`src/rtl/lsu_pkg.sv`:
```
// Shared types and helpers for the load/store unit that fronts the word-wide
// memory block.
package lsu_pkg;

  typedef enum logic [1:0] {SIZE_B, SIZE_H, SIZE_W} lsu_size_t;

  typedef enum logic [1:0] {IDLE, READ, WRITE, RESP} lsu_state_t;

  localparam int BYTES_PER_WORD = 4;

  // Size 2'b11 has no encoding, so it is always treated as an error.
  function automatic logic is_misaligned(input logic [1:0] lane, input logic [1:0] size);
    logic bad;
    case (size)
      2'b00:   bad = 1'b0;
      2'b01:   bad = lane[0];
      2'b10:   bad = (lane != 2'b00);
      default: bad = 1'b1;
    endcase
    return bad;
  endfunction

endpackage

```
`src/rtl/lsu_if.sv`:
```
// Core request/response and memory-side signals of the load/store unit.
// The slave modport is the unit itself; master is the core plus memory.
interface lsu_if #(
  parameter int ADDR_WIDTH = 8,
  parameter int DATA_WIDTH = 32
);

  logic                  req_valid;
  logic                  req_ready;
  logic                  req_write;
  logic [1:0]            req_size;
  logic                  req_unsigned;
  logic [ADDR_WIDTH-1:0] req_addr;
  logic [DATA_WIDTH-1:0] req_wdata;
  logic                  resp_valid;
  logic [DATA_WIDTH-1:0] resp_rdata;
  logic                  resp_err;
  logic [ADDR_WIDTH-1:0] mem_addr;
  logic [DATA_WIDTH-1:0] mem_wdata;
  logic                  mem_we;
  logic [DATA_WIDTH-1:0] mem_rdata;

  modport slave (
    input  req_valid, req_write, req_size, req_unsigned, req_addr, req_wdata, mem_rdata,
    output req_ready, resp_valid, resp_rdata, resp_err, mem_addr, mem_wdata, mem_we
  );

  modport master (
    output req_valid, req_write, req_size, req_unsigned, req_addr, req_wdata, mem_rdata,
    input  req_ready, resp_valid, resp_rdata, resp_err, mem_addr, mem_wdata, mem_we
  );

endinterface

```
`src/rtl/lsu_align.sv`:
```
// Byte-lane steering for the load/store unit: MERGE=0 extracts and extends a
// load field, MERGE=1 splices store data into the old word.
module lsu_align
  import lsu_pkg::*;
#(
  parameter bit MERGE = 1'b0
) (
  input  logic [31:0] word,
  input  logic [31:0] wdata,
  input  logic [1:0]  lane,
  input  lsu_size_t   size,
  input  logic        is_unsigned,
  output logic [31:0] result
);

  logic [7:0]  byte_s;
  logic [15:0] half_s;
  logic [31:0] ext_s;
  logic [31:0] merged_s;

  // Load path: pick the addressed field and sign- or zero-extend it.
  always_comb begin
    byte_s = word[{lane, 3'b000} +: 8];
    half_s = word[{lane[1], 4'b0000} +: 16];
    case (size)
      SIZE_B:  ext_s = {{24{~is_unsigned & byte_s[7]}}, byte_s};
      SIZE_H:  ext_s = {{16{~is_unsigned & half_s[15]}}, half_s};
      SIZE_W:  ext_s = word;
      default: ext_s = 32'd0;
    endcase
  end

  // Store path: replace only the addressed lane, keep the rest of the old word.
  always_comb begin
    merged_s = word;
    case (size)
      SIZE_B:  merged_s[{lane, 3'b000} +: 8] = wdata[7:0];
      SIZE_H:  merged_s[{lane[1], 4'b0000} +: 16] = wdata[15:0];
      SIZE_W:  merged_s = wdata;
      default: merged_s = word;
    endcase
  end

  assign result = MERGE ? merged_s : ext_s;

endmodule

```
`src/rtl/load_store_unit.sv`:
```
// Single-outstanding load/store unit; sub-word stores are done as
// read-modify-write because the memory has no byte enables.
module load_store_unit
  import lsu_pkg::*;
#(
  parameter int ADDR_WIDTH = 8,
  parameter int DATA_WIDTH = 32
) (
  input logic  clk,
  input logic  rst,
  lsu_if.slave bus
);

  lsu_state_t            state_r;
  lsu_state_t            state_next_s;
  logic [1:0]            lane_r;
  lsu_size_t             size_r;
  logic                  unsigned_r;
  logic                  write_r;
  logic [DATA_WIDTH-1:0] wdata_r;
  logic                  req_ready_r;
  logic                  resp_valid_r;
  logic [DATA_WIDTH-1:0] resp_rdata_r;
  logic                  resp_err_r;
  logic [ADDR_WIDTH-1:0] mem_addr_r;
  logic [DATA_WIDTH-1:0] mem_wdata_r;
  logic                  mem_we_r;
  logic                  accept_s;
  logic                  bad_s;
  logic [31:0]           extracted_s;
  logic [31:0]           merged_s;

  assign accept_s = bus.req_valid && req_ready_r;
  assign bad_s    = is_misaligned(bus.req_addr[1:0], bus.req_size);

  lsu_align #(.MERGE(1'b0)) u_extract (
    .word        (bus.mem_rdata),
    .wdata       (wdata_r),
    .lane        (lane_r),
    .size        (size_r),
    .is_unsigned (unsigned_r),
    .result      (extracted_s)
  );

  lsu_align #(.MERGE(1'b1)) u_merge (
    .word        (bus.mem_rdata),
    .wdata       (wdata_r),
    .lane        (lane_r),
    .size        (size_r),
    .is_unsigned (unsigned_r),
    .result      (merged_s)
  );

  // Next-state logic; sub-word stores go through READ to fetch the old word.
  always_comb begin
    state_next_s = state_r;
    case (state_r)
      IDLE: begin
        if (!accept_s) begin
          state_next_s = IDLE;
        end else if (bad_s) begin
          state_next_s = RESP;
        end else if (bus.req_write && (bus.req_size == SIZE_W)) begin
          state_next_s = WRITE;
        end else begin
          state_next_s = READ;
        end
      end
      READ:    state_next_s = write_r ? WRITE : RESP;
      WRITE:   state_next_s = RESP;
      RESP:    state_next_s = IDLE;
      default: state_next_s = IDLE;
    endcase
  end

  // State, request latch and registered outputs.
  always_ff @(posedge clk) begin
    if (rst) begin
      state_r      <= IDLE;
      lane_r       <= 2'b00;
      size_r       <= SIZE_B;
      unsigned_r   <= 1'b0;
      write_r      <= 1'b0;
      wdata_r      <= '0;
      req_ready_r  <= 1'b1;
      resp_valid_r <= 1'b0;
      resp_rdata_r <= '0;
      resp_err_r   <= 1'b0;
      mem_addr_r   <= '0;
      mem_wdata_r  <= '0;
      mem_we_r     <= 1'b0;
    end else begin
      state_r      <= state_next_s;
      req_ready_r  <= (state_next_s == IDLE);
      resp_valid_r <= (state_next_s == RESP);
      mem_we_r     <= (state_next_s == WRITE);
      case (state_r)
        IDLE: begin
          if (accept_s) begin
            lane_r     <= bus.req_addr[1:0];
            size_r     <= lsu_size_t'(bus.req_size);
            unsigned_r <= bus.req_unsigned;
            write_r    <= bus.req_write;
            wdata_r    <= bus.req_wdata;
            mem_addr_r <= {bus.req_addr[ADDR_WIDTH-1:2], 2'b00};
            if (bad_s) begin
              resp_err_r   <= 1'b1;
              resp_rdata_r <= '0;
            end else if (bus.req_write && (bus.req_size == SIZE_W)) begin
              mem_wdata_r <= bus.req_wdata;
            end
          end
        end
        READ: begin
          if (write_r) begin
            mem_wdata_r <= merged_s;
          end else begin
            resp_rdata_r <= extracted_s;
            resp_err_r   <= 1'b0;
          end
        end
        WRITE: begin
          resp_rdata_r <= '0;
          resp_err_r   <= 1'b0;
        end
        default: begin
          resp_err_r <= resp_err_r;
        end
      endcase
    end
  end

  assign bus.req_ready  = req_ready_r;
  assign bus.resp_valid = resp_valid_r;
  assign bus.resp_rdata = resp_rdata_r;
  assign bus.resp_err   = resp_err_r;
  assign bus.mem_addr   = mem_addr_r;
  assign bus.mem_wdata  = mem_wdata_r;
  assign bus.mem_we     = mem_we_r;

endmodule

```
`src/flat_wrapper.sv`:
```
// flat-port wrapper written by rule: the top's interface ports become plain ports
module load_store_unit_flat import lsu_pkg::*;
#(
  parameter int ADDR_WIDTH = 8,
  parameter int DATA_WIDTH = 32
)
  (clk, rst, bus_req_valid, bus_req_write, bus_req_size, bus_req_unsigned, bus_req_addr, bus_req_wdata, bus_mem_rdata, bus_req_ready, bus_resp_valid, bus_resp_rdata, bus_resp_err, bus_mem_addr, bus_mem_wdata, bus_mem_we);
  lsu_if #(.ADDR_WIDTH(ADDR_WIDTH), .DATA_WIDTH(DATA_WIDTH)) bus_i ();
  input logic clk;
  input logic rst;
  input wire logic [$bits(bus_i.req_valid)-1:0] bus_req_valid;
  input wire logic [$bits(bus_i.req_write)-1:0] bus_req_write;
  input wire logic [$bits(bus_i.req_size)-1:0] bus_req_size;
  input wire logic [$bits(bus_i.req_unsigned)-1:0] bus_req_unsigned;
  input wire logic [$bits(bus_i.req_addr)-1:0] bus_req_addr;
  input wire logic [$bits(bus_i.req_wdata)-1:0] bus_req_wdata;
  input wire logic [$bits(bus_i.mem_rdata)-1:0] bus_mem_rdata;
  output wire logic [$bits(bus_i.req_ready)-1:0] bus_req_ready;
  output wire logic [$bits(bus_i.resp_valid)-1:0] bus_resp_valid;
  output wire logic [$bits(bus_i.resp_rdata)-1:0] bus_resp_rdata;
  output wire logic [$bits(bus_i.resp_err)-1:0] bus_resp_err;
  output wire logic [$bits(bus_i.mem_addr)-1:0] bus_mem_addr;
  output wire logic [$bits(bus_i.mem_wdata)-1:0] bus_mem_wdata;
  output wire logic [$bits(bus_i.mem_we)-1:0] bus_mem_we;
  assign bus_i.req_valid = bus_req_valid;
  assign bus_i.req_write = bus_req_write;
  assign bus_i.req_size = bus_req_size;
  assign bus_i.req_unsigned = bus_req_unsigned;
  assign bus_i.req_addr = bus_req_addr;
  assign bus_i.req_wdata = bus_req_wdata;
  assign bus_i.mem_rdata = bus_mem_rdata;
  assign bus_req_ready = bus_i.req_ready;
  assign bus_resp_valid = bus_i.resp_valid;
  assign bus_resp_rdata = bus_i.resp_rdata;
  assign bus_resp_err = bus_i.resp_err;
  assign bus_mem_addr = bus_i.mem_addr;
  assign bus_mem_wdata = bus_i.mem_wdata;
  assign bus_mem_we = bus_i.mem_we;
  load_store_unit #(.ADDR_WIDTH(ADDR_WIDTH), .DATA_WIDTH(DATA_WIDTH)) u_core (.clk(clk), .rst(rst), .bus(bus_i));
endmodule
```
`config.mk`:
```
export PLATFORM = sky130hd
export DESIGN_NAME = load_store_unit_flat
export DESIGN_NICKNAME = d
export VERILOG_FILES = /design/src/rtl/lsu_pkg.sv /design/src/rtl/lsu_if.sv /design/src/rtl/lsu_align.sv /design/src/rtl/load_store_unit.sv /design/src/flat_wrapper.sv
export SDC_FILE = /design/constraint.sdc
export NUM_CORES = 1
export LEC_CHECK = 0
export CORE_ASPECT_RATIO = 0.5
export CORE_UTILIZATION = 55
export DETAILED_ROUTE_END_ITERATION = 10
export PLACE_DENSITY = 0.85
export SLEW_MARGIN = 5
export SYNTH_ARGS = -nofsm -noshare
export SYNTH_HDL_FRONTEND = slang
export SYNTH_HIERARCHICAL = 1
export SYNTH_SLANG_ARGS = --single-unit
```
`constraint.sdc`:
```
create_clock -name clk -period 4.39 [get_ports clk]
set_input_delay 0.6585 -clock clk [delete_from_list [all_inputs] [get_ports clk]]
set_output_delay 0.6585 -clock clk [all_outputs]
set_load 0.01 [all_outputs]
```
# Word level (Yosys, flattened, before mapping)
# Index checks and enable logic that the tools add are counted.
[op_classes] mux=23 shift=6 eq_ne=15 n_bitwise=3 addsub=2 reduce_logical=12
[op_table] operator="case mux 32 bit (3 select lines)" count=3
[op_table] operator="2-to-1 mux 32 bit" count=7
[op_table] operator="bitwise mux 32 bit" count=2
[op_table] operator="case mux 32 bit (2 select lines)" count=1
[op_table] operator="variable shift 16 x 7 -> 32 bit (first input constant)" count=1
[op_table] operator="variable shift 8 x 7 -> 32 bit (first input constant)" count=1
[op_table] operator="variable part select 16 x 7 -> 32 bit" count=1
[op_table] operator="variable part select 32 x 6 -> 16 bit" count=1
[op_table] operator="variable part select 32 x 6 -> 8 bit" count=1
[op_table] operator="variable part select 8 x 7 -> 32 bit" count=1
[op_table] operator="negator 5 -> 7 bit" count=2
[op_table] operator="equality test 2 bit (second input constant)" count=6
[op_table] operator="zero test 2 bit" count=4
[op_table] operator="!= test 2 x 1 -> 1 bit (second input constant)" count=4
[op_table] operator="case mux 2 bit (4 select lines)" count=1
[op_table] operator="equality test 2 x 1 -> 1 bit (second input constant)" count=3
[op_table] operator="2-to-1 mux 2 bit" count=3
[op_table] operator="case mux 1 bit (3 select lines)" count=2
[op_table] operator="AND reduction 5 bit" count=1
[op_table] operator="2-to-1 mux 1 bit" count=4
[op_table] operator="!= test 2 bit (second input constant)" count=2
[op_table] operator="AND reduction 4 bit" count=1
[op_table] operator="nonzero test 2 bit" count=2
[op_table] operator="nonzero test 3 bit" count=1
[op_table] operator="other kinds (4)" count=6
[totals] output_inout_bits=76 word_cells=74 inputBits=79 regBits=114

# Depth between registers and ports, before layout
# Gate-level depths: netlist of the first run.
[logic_depth] ltp_word=7 mapped_depth=10 ltp_nobuf=8

# Hierarchy
# The synthesis of the first run kept the hierarchy.
[by_module_without_submodules] module="load_store_unit" seq_area_each_um2=2282.2 n_inst=1 cells_each=679 area_each_um2=5330.1
[by_module_without_submodules] module="lsu_align at u_core.u_merge" seq_area_each_um2=0.0 n_inst=1 cells_each=201 area_each_um2=1584.0
[by_module_without_submodules] module="lsu_align at u_core.u_extract" seq_area_each_um2=0.0 n_inst=1 cells_each=118 area_each_um2=759.5

# Worst setup path after synthesis of the first run
# No wires, ideal clock.
[synth_path] kind="register -> register" startpoint="register u_core.lane_r[1]" endpoint="register u_core.mem_wdata_r[21], in the netlist u_core/bus.mem_wdata[21]" t_required_ns=4.260 stages_incl_launch_ff=11 path_slack_ns=2.068 arrival_ns=2.192 path_buffers=2 setup_time_ns=0.130 period_less_slack_ns=2.322 cell_sequence="dfxtp_1 inv_2 buf_2 ha_1 and4bb_1 buf_2 a32oi_1 o221ai_2 and3_1 a21oi_1 o22ai_1"
[synth_between] elab_chain_len=6 word_cells_on_any_way=11 cone_classes="2 x add/sub; 4 x shift; 5 x mux"
[synth_lines] item="from (decl)" line_no="load_store_unit.sv:16" source="logic [1:0] lane_r;"
[synth_lines] item="from (signal assigned)" line_no="load_store_unit.sv:100" source="lane_r <= bus.req_addr[1:0];"
[synth_lines] item="negator 5 -> 7 bit"
[synth_lines] item="variable part select 16 x 7 -> 32 bit (tied with other cells)"
[synth_lines] item="bitwise mux 32 bit"
[synth_lines] item="case mux 32 bit (3 select lines) (*)" line_no="lsu_align.sv:36" source="case (size)"
[synth_lines] item="named net u_core.merged_s[21]" line_no="load_store_unit.sv:31" source="logic [31:0] merged_s;"
[synth_lines] item="2-to-1 mux 32 bit (*)" line_no="load_store_unit.sv:115" source="if (write_r) begin"
[synth_lines] item="case mux 32 bit (2 select lines) (*)" line_no="load_store_unit.sv:97" source="case (state_r)"
[synth_lines] item="to (signal assigned)" line_no="load_store_unit.sv:110" source="mem_wdata_r <= bus.req_wdata;"
[synth_lines] item="to (signal assigned)" line_no="load_store_unit.sv:116" source="mem_wdata_r <= merged_s;"
[synth_lines] item="to (decl)" line_no="load_store_unit.sv:26" source="logic [DATA_WIDTH-1:0] mem_wdata_r;"
# The timed path passes the listed nets; every way through them passes the cells marked *. The select of a mux whose other input is x is not followed.
# A chain may end at the register's enable or synchronous reset.

# Worst setup path after layout of the first run
[layout_path] startpoint="register u_core.lane_r[0]" endpoint="register u_core.mem_wdata_r[18], in the netlist u_core/bus.mem_wdata[18]"
[layout_between] elab_chain_len=6 word_cells_on_any_way=7 cone_classes="1 x add/sub; 2 x shift; 4 x mux"
[layout_lines] item="negator 5 -> 7 bit (*)"
[layout_lines] item="variable part select 8 x 7 -> 32 bit or variable shift 8 x 7 -> 32 bit (tied branches)"
[layout_lines] item="bitwise mux 32 bit (*)"
[layout_lines] item="case mux 32 bit (3 select lines) (*)" line_no="lsu_align.sv:36"
[layout_lines] item="named net u_core.merged_s[18]" line_no="load_store_unit.sv:31"
[layout_lines] item="2-to-1 mux 32 bit (*)" line_no="load_store_unit.sv:115"
[layout_lines] item="case mux 32 bit (2 select lines) (*)" line_no="load_store_unit.sv:97"
# Marks and branches as above.

==> results of run 1 <==
==> area by class of cell <==
cell class | instances | area (um^2)
clock buffer | 20 | 457
timing repair buffer | 168 | 1640
inverter | 13 | 48.8
fill | 1113 | 3940
clock inverter | 12 | 180
tap | 192 | 240
multi-input combinational | 767 | 4800
sequential | 114 | 2280
==> state kept, by name, summed over array words and instances (netlist names), 2 cells and up <==
signal and count:
u_core/bus.mem_wdata 32, u_core/wdata_r 32, u_core/state_r 2, u_core/bus.mem_addr 6
u_core/lane_r 2, u_core/bus.resp_rdata 32, u_core/size_r 2
==> power by group <==
part           internal, W  total, W  leakage, nW  switching, W
Sequential         0.00111   0.00120        0.927     0.0000937
Clock             0.000982   0.00151        0.307      0.000532
Combinational     0.000427   0.00113         2.15      0.000708
Total              0.00252   0.00385         3.39       0.00133
==> routing by layer <==
metal	part of all wire [%]	global-route usage (%)	vias to the layer above
met5	0	0	-
met4	2.7	12.7	0
met3	13	12.1	88
met2	42	54.2	604
met1	42	51.0	4037
li1	-	-	3882
==> through the flow <==
| stage | util [%] | total power [W] | setup WS [ns] | hold slack [ns] |
|---|---|---|---|---|
| floorplan | - | 0.00195 | 2.07 | 0.433 |
| global placement | 66.4 | 0.00227 | 1.49 | 0.443 |
| detailed placement | 66.4 | 0.00229 | 1.43 | 0.445 |
| CTS | 71.0 | 0.00380 | 1.57 | 0.453 |
| global route | 71.0 | 0.00397 | 1.37 | 0.476 |
| finish | 71.0 | 0.00385 | 1.40 | 0.455 |
==> cell families after synthesis <==
group                    count (synthesis)  share of synthesized area, %
adder cells (fa/ha/maj)                  9                          1.47
other                                    1                        0.0489
buffers and inverters                  118                          7.81
AO/OA/AOI/OAI                          405                          33.0
AND/OR/NAND/NOR                        302                          20.8
multiplexers                            49                          7.14
flip-flops                             114                          29.7
==> worst max-delay path, delay by kind of cell, from the launching register on <==
kind,cells,cell delay [ns]
flip-flops,1,0.61
AO/OA/AOI/OAI,5,1.28
AND/OR/NAND/NOR,1,0.22
buffers and inverters,2,0.49
adder cells (fa/ha/maj),1,0.30
==> how the worst min path moves through the flow <==
stage,startpoint,to,slack (ns),depth (start not counted)
global placement,u_core/wdata_r[26],u_core/wdata_r[26],0.44,2
floorplan,u_core/wdata_r[20],u_core/wdata_r[20],0.43,2
finish,u_core/wdata_r[24],u_core/wdata_r[24],0.46,2
CTS,u_core/wdata_r[16],u_core/wdata_r[16],0.45,2
global route,u_core/wdata_r[18],u_core/wdata_r[18],0.48,2
detailed placement,u_core/wdata_r[16],u_core/wdata_r[16],0.45,2
==> layout by cell type, fill, tap and decap left out, types with 2 or more instances in the layout <==
cell type,synthesis,final
nand3_1,3,3
mux2i_1,21,21
a32oi_1,22,22
o21ai_0,37,37
nand2b_1,9,9
clkbuf_16,0,17
and4bb_1,2,2
dfxtp_1,114,113
clkinv_4,0,3
o21ai_1,18,18
a31oi_1,12,12
nand2_1,134,134
o21a_1,32,32
ha_1,9,8
nor2b_1,35,35
o22ai_1,38,38
and3_1,33,33
nor3b_1,2,2
clkinv_2,0,2
nor4_1,2,2
nand3b_1,7,7
conb_1,1,2
and2_1,10,9
clkdlybuf4s50_1,0,151
bufinv_16,0,4
clkbuf_8,0,2
nor3_1,2,2
a22oi_1,24,24
buf_4,13,17
inv_1,10,10
clkinvlp_4,0,2
a21oi_1,175,174
mux2_2,25,25
nand4_1,32,32
o221ai_1,28,28
a21oi_2,1,2
nor2_1,13,13
inv_2,3,3
and3b_2,6,6
a221oi_1,7,7
==> results.md, run 1 <==
* Status: finished clean
* Worst R2R Path Depth at 9
* Fin area at 9650 um^2
* Row Count at 30
* Crit. Startpoint: u_core/lane_r[0]
* Bufs on Longest Clock Path at 2
* Dpl cells at 1254
* Worst-skew pair later-pin latency at 0.42 ns
* Area grow syn2layout at 25.8%
* Layout Cells excl Fill at 1286
* Critical Path Start Type: register
* Slew Limit Headroom at 25.8%
* Initial Utilization at 56.5%
* Number of CTS-inserted buffers at 17
* Worst R2R End: u_core/bus.mem_wdata[18]
* Count leader, synth: a21oi_1
* Synth Instances at 998
* Post-DP Area at 9020 um^2
* Vert. Die Dim at 85.5 um
* # resized after CTS at 0
* Final Hold Viols at 0
* TNS Setup at 0 ns
* Fmax at 335 MHz
* Critical path required time at 4.74 ns
* Fin crit share at 68.0%
* Die Area at 14500 um^2
* Flops & latches, synth at 114
* Peak VDD IR at 0.216 mV
* Core Box Area at 13600 um^2
* DR pass1 iterations at 7
* Yosys cell types at 64
* Drt via density at 6.70
* Post-DRT Antenna Nets at 0
* Crit-path slowest cell: dfxtp_1
* Yosys top cell area share at 29.7%
* Hold_buf cts at 0
* Clk pin slew, worst setup/hold paths at 0.06 ns
* Ports at 155
* Worst Skew at 0.0131 ns
* Yosys warning count at 6
* DR WL/cell at 21.4 um
* Post-synth top cells: 175 x a21oi_1, 134 x nand2_1, 114 x dfxtp_1, 50 x clkbuf_1, 38 x o22ai_1
* WP data arrival at 3.33 ns
* Final WL at 27.5 mm
* Setup crit end kind: register
* First-pass GRT wire length at 41.3 mm
* Setup violations, final at 0
* Number of global-route vias before repair at 7487
* Leakage at 3.39 nW
* All-layer global routing usage at 37.0%
* Post-synth EDFFs at 0
* Total global routing overflow at 0
* Fin crit period at 2.99 ns
* Layout cells sized above 1 at 9.23%
* CP Max Fanout at 13
* Die width at 169 um
* Crit Path Class: register to register
* HP Class: register to register
* Most used DFF post-synth: dfxtp_1
* Detailed Route Iter0 Violations at 1345
* Top area cells in the synthesized netlist: dfxtp_1 30%, a21oi_1 11%, nand2_1 6.6%
* Largest net degree at the start of global routing at 69
* Setup crit end: u_core/bus.mem_wdata[18]
* Worst Tran Pin Value at 1.11 ns
* Mapped cell area at 7670 um^2
* Number of max-cap violations at 0
* Initial antenna violation count at 1
* Mean Syn Cell Area at 7.69 um^2
* Diodes inserted at 0
* Synth async-reset ratio at 0%
* CP peak stage delay at 0.61 ns
* Register area share after synthesis at 29.7%
* Post-CTS Setup Bufs at 0
* GP Congestion at 0.988
* Number of buffers added on ports at 152
* Worst path most repeated cell: a21oi_1
* Clock sink total at 114
* Dpl hpwl at 17.7 mm
* Layout Nets at 1169
* CTS HTree Levels at 4
* Critical R2R Launch: u_core/lane_r[0]
* Pwr dens at 399 nW/um^2
* Reg-to-reg slack, setup at 1.40 ns
* Area leader, netlist: dfxtp_1
* CTS tree: done
* CP Cell Sequence: inv_1 > ha_1 > a21oi_1 > buf_4 > a32oi_1 > o221ai_1 > and3_1 > a21oi_1 > o22ai_1
* Routed via count at 8611
* Root Driver: clkbuf_16
* RSZ-0062 raised after global routing: false
* Drt drc at 0
* Max-slew violations at 0
Note: power is estimated with default switching activity, not from simulation.
==> run 2: changes to the inputs <==
--- a/config.mk
+++ b/config.mk
@@ -6,9 +6,9 @@
 export NUM_CORES = 1
 export LEC_CHECK = 0
 export CORE_ASPECT_RATIO = 0.5
-export CORE_UTILIZATION = 55
+export CORE_UTILIZATION = 53
 export DETAILED_ROUTE_END_ITERATION = 10
-export PLACE_DENSITY = 0.85
+export PLACE_DENSITY = 0.82
 export SLEW_MARGIN = 5
 export SYNTH_ARGS = -nofsm -noshare
 export SYNTH_HDL_FRONTEND = slang
==> constraint.sdc (replaced) <==
create_clock -name clk -period 2.9 [get_ports clk]
set_input_delay 0.435 -clock clk [delete_from_list [all_inputs] [get_ports clk]]
set_output_delay 0.435 -clock clk [all_outputs]
set_load 0.01 [all_outputs]
==> run 2 against run 1 <==
Net effect: utilization decreased by 0.77 points; global-route usage shrank 0.54 points; via count decreased by 0.70%; sequential power grew 50%; total power rose by 48%; maximum frequency rose by 18%; routed wire length decreased by 0.58%; final cell count rose by 1.0%; combinational power is 57% higher; largest cell class unchanged.
==> results.md, run 2 (same netlist as run 1, synthesis figures left out) <==
* Status: finished clean
* Fin area at 9730 um^2 (+0.83%)
* CP peak stage delay at 0.44 ns (-0.17 ns)
* Layout Cells excl Fill at 1299 (+1.0%)
* Layout cells sized above 1 at 10.2% (+0.98 points)
* Hold_buf cts at 0 (unchanged)
* Initial antenna violation count at 0 (-1)
* Setup crit end kind: register
* Clock share of power at 37.5% (-1.8 points)
* CP delay by family, top: simple AND/OR/NAND/NOR gates
* Drt drc at 0 (unchanged)
* RSZ-0062 raised after global routing: false
* Leakage at 3.43 nW (+1.4%)
* Fin crit share at 87.0% (+19 points)
* Die Area at 15000 um^2 (+3.7%)
* Critical path required time at 3.24 ns (-1.50 ns)
* Max-slew violations at 0 (unchanged)
* Combinational power share at 31.0% (+1.5 points)
* Die width at 172 um (+1.8%)
* Vert. Die Dim at 87.1 um (+1.8%)
* CTS tree: done
* Most frequent cells in the layout: 174 x a21oi_1, 151 x clkdlybuf4s50_1, 134 x nand2_1, 113 x dfxtp_1, 38 x o22ai_1
* NetSw at 0.00200 W (+50%)
* Root Driver: clkbuf_16
* First-pass GRT wire length at 42.2 mm (+2.1%)
* CP Cell Sequence: inv_2 > ha_1 > nor4bb_1 > buf_4 > a221oi_1 > mux2i_1 > and3_1 > a21oi_1 > o22ai_1
* HP Class: register to register
* Crit-path slowest cell: mux2i_1
* Critical Path Start Type: register
* Number of buffers added on ports at 152 (unchanged)
* Post-layout util at 70.3% (-0.77 points)
* Total global routing overflow at 0 (unchanged)
* Reg power frac at 31.5% (+0.3 points)
* Fmax at 397 MHz (+18%)
* Final WL at 27.4 mm (-0.58%)
* # resized after CTS at 0 (unchanged)
* DR pass1 iterations at 5 (-2)
* Dpl cells at 1267 (+1.0%)
* Row Count at 30 (unchanged)
* Crit Path Class: register to register
* CP Max Fanout at 17 (+4)
* Clk pin slew, worst setup/hold paths at 0.06 ns (about the same)
* Diodes inserted at 0 (unchanged)
* DR WL/cell at 21.1 um (-1.6%)
* WP data arrival at 2.87 ns (-0.46 ns)
* TNS Setup at 0 ns (unchanged)
* Commonest non-fill, non-tap cell in the layout: a21oi_1
* Worst Skew at 0.0123 ns (-0.000802 ns)
* CTS HTree Levels at 4 (unchanged)
* Post-DRT Antenna Nets at 0 (unchanged)
* Post-DP Area at 9140 um^2 (+1.4%)
* Setup violations, final at 0 (unchanged)
* Initial Utilization at 55.4% (-1.1 points)
* Slew Limit Headroom at 23.9% (-1.9 points)
* Dpl hpwl at 18.4 mm (+4.0%)
* Routed via count at 8551 (-0.70%)
* Dpl ws at 0.226 ns (-1.21 ns)
* Setup ws final at 0.378 ns (-1.03 ns)
* CP bufs+invs at 2 (unchanged)
* Number of max-cap violations at 0 (unchanged)
* Post-CTS Setup Bufs at 0 (unchanged)
* Clock sink total at 114 (unchanged)
* GP Congestion at 1.02 (+3.6%)
* All-layer global routing usage at 36.4% (-0.54 points)
* Core Box Area at 13900 um^2 (+1.9%)
* Int Pwr at 0.00370 W (+47%)
* Number of global-route vias before repair at 7605 (+1.6%)
* Bufs on Longest Clock Path at 2 (unchanged)
* Pwr dens at 586 nW/um^2 (+47%)
* Sw frac at 35.1% (+0.45 points)
* Worst Tran Pin Value at 1.14 ns (+0.0286 ns)
* Drt via density at 6.58 (-1.7%)
* Fin crit period at 2.52 ns (-0.464 ns)
* Peak VDD IR at 0.317 mV (+46%)
* Area grow syn2layout at 26.8%
* Number of CTS-inserted buffers at 17 (unchanged)
* Final Hold Viols at 0 (unchanged)
* Largest net degree at the start of global routing at 65 (-5.8%)
* Ports at 155 (unchanged)
* Worst-skew pair later-pin latency at 0.41 ns (about the same)
* Layout Nets at 1182 (+1.1%)
* Detailed Route Iter0 Violations at 1198 (-11%)
[run 2: cell types whose count changed in the layout (fill, tap and decap cells not counted)]
cell,before,now
clkbuf_1,1,2
clkbuf_8,2,0
clkinvlp_4,2,4
buf_12,0,2
bufinv_16,4,3
buf_4,17,28
clkinv_2,2,3
clkinv_4,3,2
[run 2: worst paths after layout]
kind | start | end | slack [ns] | cells past startpoint
worst max register to register | u_core/lane_r[1] | u_core/bus.mem_wdata[5] | 0.38 | 9
worst max-delay path | u_core/lane_r[1] | u_core/bus.mem_wdata[5] | 0.38 | 9
worst min register to register | u_core/bus.mem_addr[5] | u_core/bus.mem_addr[5] | 0.46 | 2
worst min-delay path | u_core/bus.mem_addr[5] | u_core/bus.mem_addr[5] | 0.46 | 2
[run 2: worst register-to-register path, stage by stage, from the launching register on]
cell and delay, ns:
dfxtp_1 0.33, inv_2 0.26, ha_1 0.34, nor4bb_1 0.33, buf_4 0.22, a221oi_1 0.09
mux2i_1 0.44, and3_1 0.25, a21oi_1 0.04, o22ai_1 0.16
[run 2: cell type report]
| class | count | area [um^2] |
|---|---|---|
| Multi-Input combinational cell | 767 | 4800 |
| Fill cell | 1122 | 4120 |
| Sequential cell | 114 | 2280 |
| Timing Repair Buffer | 181 | 1760 |
| Clock buffer | 19 | 433 |
| Tap cell | 192 | 240 |
| Clock inverter | 13 | 161 |
| Inverter | 13 | 48.8 |
[run 2: layer usage]
| layer | global-route usage, % | wire (um) | up-vias |
|---|---|---|---|
| li1 | - | - | 3922 |
| met1 | 52.2 | 12000 | 3935 |
| met2 | 52.1 | 11300 | 616 |
| met3 | 9.40 | 3270 | 78 |
| met4 | 13.4 | 767 | 0 |
| met5 | 0 | 0 | - |
[run 2: stage by stage]
step / power (W) / hold WS, ns
6_report: 0.00570 / 0.457
5_1_grt: 0.00591 / 0.469
4_1_cts: 0.00565 / 0.443
3_5_place_dp: 0.00351 / 0.447
3_3_place_gp: 0.00347 / 0.443
2_1_floorplan: 0.00295 / 0.433
[run 2: power groups by stage]
stage	Sequential [W]	Combinational (W)	Clock [W]
after floorplan	0.00181	0.00114	0
after global placement	0.00182	0.00166	0
after detailed placement	0.00182	0.00169	0
after CTS	0.00179	0.00171	0.00215
after global routing	0.00181	0.00188	0.00223
final	0.00180	0.00177	0.00214
==> run 3: changes to the inputs <==
--- a/config.mk
+++ b/config.mk
@@ -7,6 +7,7 @@
 export LEC_CHECK = 0
 export CORE_ASPECT_RATIO = 0.5
 export CORE_UTILIZATION = 53
+export CTS_CLUSTER_SIZE = 20
 export DETAILED_ROUTE_END_ITERATION = 10
 export PLACE_DENSITY = 0.82
 export SLEW_MARGIN = 5
==> results of run 3 <==
No change in the layout: final DEF, timing and power equal those of run 2.
